[src/rtl/decode_stage.sv]
// ID stage: IF/ID register, 32x32 register file with write-back bypass, immediate/branch decode.
// One edge from fetch to decode outputs; out_stall holds PC and IF/ID on a load-use hazard.
module decode_stage (
   input  logic        inp_clk,
   input  logic        inp_rst_n,
   input  logic [31:0] inp_instr,
   input  logic [31:0] inp_pc_plus4,
   input  logic        inp_if_valid,
   input  logic        inp_flush,
   input  logic        inp_wb_en,
   input  logic [4:0]  inp_wb_addr,
   input  logic [31:0] inp_wb_data,
   input  logic        inp_ex_memread,
   input  logic [4:0]  inp_ex_rt,
   output logic        out_stall,
   output logic        out_valid,
   output logic [31:0] out_pc_plus4,
   output logic [31:0] out_rs_data,
   output logic [31:0] out_rt_data,
   output logic [31:0] out_imm,
   output logic [31:0] out_branch_target,
   output logic [5:0]  out_opcode,
   output logic [5:0]  out_funct,
   output logic [4:0]  out_rs,
   output logic [4:0]  out_rt,
   output logic [4:0]  out_rd
);

   logic        valid_q, valid_d;
   logic [31:0] instr_q, instr_d;
   logic [31:0] pc4_q, pc4_d;
   logic [31:0] rf_q [32];
   logic [31:0] simm;
   logic        wb_write;

   assign wb_write = inp_wb_en && (inp_wb_addr != 5'd0);

   // Flush wins over stall so a held instruction is discarded on a taken branch.
   always_comb begin
      valid_d = inp_if_valid;
      instr_d = inp_instr;
      pc4_d   = inp_pc_plus4;
      if (inp_flush) begin
         valid_d = 1'b0;
         instr_d = 32'd0;
         pc4_d   = pc4_q;
      end else if (out_stall) begin
         valid_d = valid_q;
         instr_d = instr_q;
         pc4_d   = pc4_q;
      end
   end

   always_ff @(posedge inp_clk) begin
      if (!inp_rst_n) begin
         valid_q <= 1'b0;
         instr_q <= 32'd0;
         pc4_q   <= 32'd0;
      end else begin
         valid_q <= valid_d;
         instr_q <= instr_d;
         pc4_q   <= pc4_d;
      end
   end

   always_ff @(posedge inp_clk) begin
      if (!inp_rst_n) begin
         for (int i = 0; i < 32; i++) rf_q[i] <= 32'd0;
      end else if (wb_write) begin
         rf_q[inp_wb_addr] <= inp_wb_data;
      end
   end

   assign out_opcode   = instr_q[31:26];
   assign out_rs       = instr_q[25:21];
   assign out_rt       = instr_q[20:16];
   assign out_rd       = instr_q[15:11];
   assign out_funct    = instr_q[5:0];
   assign out_pc_plus4 = pc4_q;

   assign simm              = {{16{instr_q[15]}}, instr_q[15:0]};
   assign out_imm           = (out_opcode == 6'h0C || out_opcode == 6'h0D)
                              ? {16'd0, instr_q[15:0]} : simm;
   assign out_branch_target = pc4_q + {simm[29:0], 2'b00};

   // Same-cycle write-back is forwarded so the reader never sees the stale value.
   always_comb begin
      out_rs_data = rf_q[out_rs];
      out_rt_data = rf_q[out_rt];
      if (wb_write && inp_wb_addr == out_rs) out_rs_data = inp_wb_data;
      if (wb_write && inp_wb_addr == out_rt) out_rt_data = inp_wb_data;
      if (out_rs == 5'd0) out_rs_data = 32'd0;
      if (out_rt == 5'd0) out_rt_data = 32'd0;
   end

   assign out_stall = valid_q && inp_ex_memread && (inp_ex_rt != 5'd0)
                      && (inp_ex_rt == out_rs || inp_ex_rt == out_rt);
   assign out_valid = valid_q && !out_stall;

endmodule

[config.mk]
export PLATFORM = sky130hd
export DESIGN_NAME = decode_stage
export DESIGN_NICKNAME = d
export VERILOG_FILES = /design/src/rtl/decode_stage.sv
export SDC_FILE = /design/constraint.sdc
export NUM_CORES = 2
export LEC_CHECK = 0
export BUFFER_PORTS_ARGS = -buffer_cell sky130_fd_sc_hd__buf_2
export CORE_AREA = 2 2 375 377
export CTS_CLUSTER_SIZE = 20
export DETAILED_ROUTE_END_ITERATION = 8
export DIE_AREA = 0 0 377 379
export GPL_TIMING_DRIVEN = 0
export REMOVE_ABC_BUFFERS = 1
export SLEW_MARGIN = 10
export SYNTH_ARGS = -nofsm -noshare
export SYNTH_HDL_FRONTEND = slang
export SYNTH_SLANG_ARGS = --single-unit
[constraint.sdc]
create_clock -name inp_clk -period 5.85 [get_ports inp_clk]
set_clock_uncertainty 0.1 [all_clocks]
set_input_delay 1.4625 -clock inp_clk [delete_from_list [all_inputs] [get_ports inp_clk]]
set_output_delay 1.4625 -clock inp_clk [all_outputs]
set_load 0.005 [all_outputs]
==> summary.md <==
| Metric | Value |
|---|---|
| Status | `complete, but fails checks` |
| Failing checks | `negative setup slack` |
| Crit end category | `primary output` |
| Gpl congestion | `0.8161` |
| Cts bufs inserted | `130` |
| Post-synth cell types | `between 60 and 70` |
| Mux contribution to synthesized area | `0.1814` |
| Top cell type by total area after synthesis | `edfxtp_1` |
| P per Cell Area | `280.9 nW/um^2` |
| Rows | `around 140` |
| Drt pass-1 iters | `5` |
| Post-synth ARST share | `0` |
| CP startpoint kind | `register` |
| CTS Hold Buffers Added | `0` |
| Crit Path Class | `register to primary output` |
| CTS sink cnt | `1099` |
| Vias in the first global route | `43.46k` |
| Final slew viol count | `0` |
| Initial core utilization | `0.4368` |
| Core Area | `138800 um^2` |
| Worst Slack Setup Final | `-0.1056 ns` |
| Post-layout instance area | `71430 um^2` |
| Synth Area in XOR/XNOR | `0.006931` |
| FF-to-FF path depth | `8` |
| Max frequency | `approximately 170 MHz` |
| Post-placement cell area | `66540 um^2` |
| Number of flops mapped to enable cells by yosys | `roughly 1.0k` |
| Final setup viols | `2` |
| Die Ht | `379 um` |
| Critical Path End | `out_rs_data[20]` |
| TritonCTS clock tree | `yes` |
| WP data arrival | `4.39 ns` |
| Commonest non-fill, non-tap cell in the layout | `edfxtp_1` |
| Die area | `142900 um^2` |
| RSZ-0062 raised after global routing | `true` |
| Synth Area in Compound Gates | `0.09089` |
| Worst reg2reg path startpoint | `instr_q[21]` |
| Die Wd | `roughly 380 um` |
| Ys flop type | `edfxtp_1` |
| Synth top area share | `0.5070` |
| CTS max path bufs | `3` |
| Post-synthesis sequential area ratio | `0.5317` |
| Actual slew at the worst max-slew pin | `1.186 ns` |
| FF+latch count, synth | `between 1k and 1.5k` |
| Port bufs | `300` |
| P&R area growth vs syn | `17.77%` |
| Routed wire length | `223500 um` |
| Final min period | `5.956 ns` |
| Vias per inst | `6.382` |
| 1st-iter DRT viols | `5351` |
| Yosys warnings | `0` |
| Syn_area_per_cell | `12.59 um^2` |
| Post-detail-place hpwl | `about 140000 um` |
| Routed vias | `43.92k` |
| Crit path max fanout | `a little over 40` |
| MaxCap Viol Count | `0` |
| GRT Total Usage | `0.3079` |
| Synth Instances | `4818` |
| Antenna violations before repair | `21` |
| Skew-Pair Late Insertion Delay | `0.76 ns` |
| Largest family of logic cells by synthesized area | `multiplexers` |
| Peak VDD IR | `0.2515 mV` |
| Reg clk slew, reported paths | `0.06 ns` |
| Fin nets | `5111` |
| Global-route wire length before repair | `312800 um` |
| Post-route ant nets | `0` |
| Hold Violations, Final | `0` |
| Largest net degree at the start of global routing | `49` |
| Synth area leaders | `edfxtp_1 51%, and2_1 10%, mux4_2 9.5%` |
| Fin crit share | `1.018` |
| Grt ovf | `0` |
| Min-delay worst type | `register to register` |
| Root buffer cell | `clkbuf_16` |
| Post-Synth Adder-Cell Area | `0.006312` |
| Setup TNS | `-0.1968 ns` |
| Post-Synth Simple-Gate Area | `0.1400` |
| DRC | `0` |
| Ports | `301` |
| H-tree depth | `4` |
| Commonest cells after routing, fill and taps aside | `1024 x edfxtp_1, 994 x and2_1, 422 x mux2i_1` |
| Cell Area, Synth | `60650 um^2` |
| Leak pwr | `0.02457 uW` |
| Routed WL per cell | `32.48 um` |
| Layout cells sized above 1 | `0.2274` |
| Worst slew margin | `0.2083` |
| Critical path required time | `4.29 ns` |
| Reg-to-reg slack, setup | `2.76 ns` |
-- metal layers --
layer	share of wire	GRT usage
met2	0.45	0.4735
met1	0.38	0.4043
met3	0.12	0.08359
met4	0.050	0.1461
met5	0.00040	0
-- metrics by stage --
stage / hold WS, ns / instances / total power, uW / utilization / worst slack, ns
final: 0.3548 / 6882 / 20070 / 0.5145 / -0.1056
after CTS: 0.3499 / 6869 / 20030 / 0.5131 / 0.01783
after floorplan: 0.3482 / 4351 / 10900 / - / -11.00
after detailed placement: 0.3423 / 6622 / 11890 / 0.4793 / -0.5653
after global routing: 0.3891 / 6875 / 20550 / 0.5143 / -0.07280
after global placement: 0.3407 / 6458 / 12160 / 0.4465 / -20.75
-- timing repair --
| item | CTS | global route |
|---|---|---|
| hold endpoints to repair | 0 | 0 |
| setup endpoints to repair | 60 | 28 |
| cloned | 6 | 4 |
| buffers inserted | 12 | 1 |
| gates resized for setup | 39 | 15 |
| pin swaps | 2 | 1 |
-- power breakdown --
group	switching [uW]	total, uW	internal, uW
clock	3390	8190	4810
sequential	259	9270	9010
combinational	1580	2600	1030
total	5220	20100	14800
-- synth_stat cells (40+ instances only) --
cell and instances:
mux2_2 90, o21ai_1 64, nor3_1 69, mux4_2 256
mux2i_1 422, and2_1 996, a221oi_1 122, a21oi_1 201
nand2_1 247, clkbuf_1 323, dfxtp_1 75, nand2b_1 40
buf_2 53, nor2_1 84, buf_4 74, o21ai_0 228
edfxtp_1 1024, a22oi_1 140
-- worst min path at each step --
stage / start / to / slack [ns] / cells past startpoint
floorplan: instr_q[26] / instr_q[26] / 0.35 / 2
detailed placement: instr_q[26] / instr_q[26] / 0.34 / 2
global route: instr_q[26] / instr_q[26] / 0.39 / 2
CTS: instr_q[26] / instr_q[26] / 0.35 / 2
global placement: instr_q[26] / instr_q[26] / 0.34 / 2
finish: instr_q[26] / instr_q[26] / 0.35 / 2
-- sequential cells by signal, summed over array words and instances (netlist names), named ones only --
signal / flops
rf_q: 1024
instr_q: 32
out_pc_plus4: 32
valid_q: 1
-- layout make-up --
cell class / instances / area, um^2
diodes: 9 / 22.52
inverters: 14 / 57.56
well taps: 1807 / 2261
multi-input cells: 3239 / 26810
repair buffers: 485 / 5757
flip-flops and latches: 1099 / 32290
clock buffers: 172 / 3621
fillers: 11650 / 67410
clock inverters: 57 / 611.8
-- worst max-delay path: stages, from the launching register on --
cell and delay, ns:
dfxtp_4 0.75, buf_16 0.37, nor2_4 0.17, buf_16 0.21, buf_12 0.18, a221oi_1 0.46, nor2_1 0.07, o21ai_0 0.42
a21oi_1 0.17, o21ai_1 0.53, buf_2 0.22
-- cells by family (layout without fill, tap and decap cells) --
family,after synthesis,count (layout)
flops,1099,1099
compound gates,861,862
mux,768,768
xor+xnor,48,48
fa+ha+maj,30,30
simple gates,1499,1499
buf+inv,512,728
other cells,1,41
No activity file was read; power rests on OpenSTA's default activity.
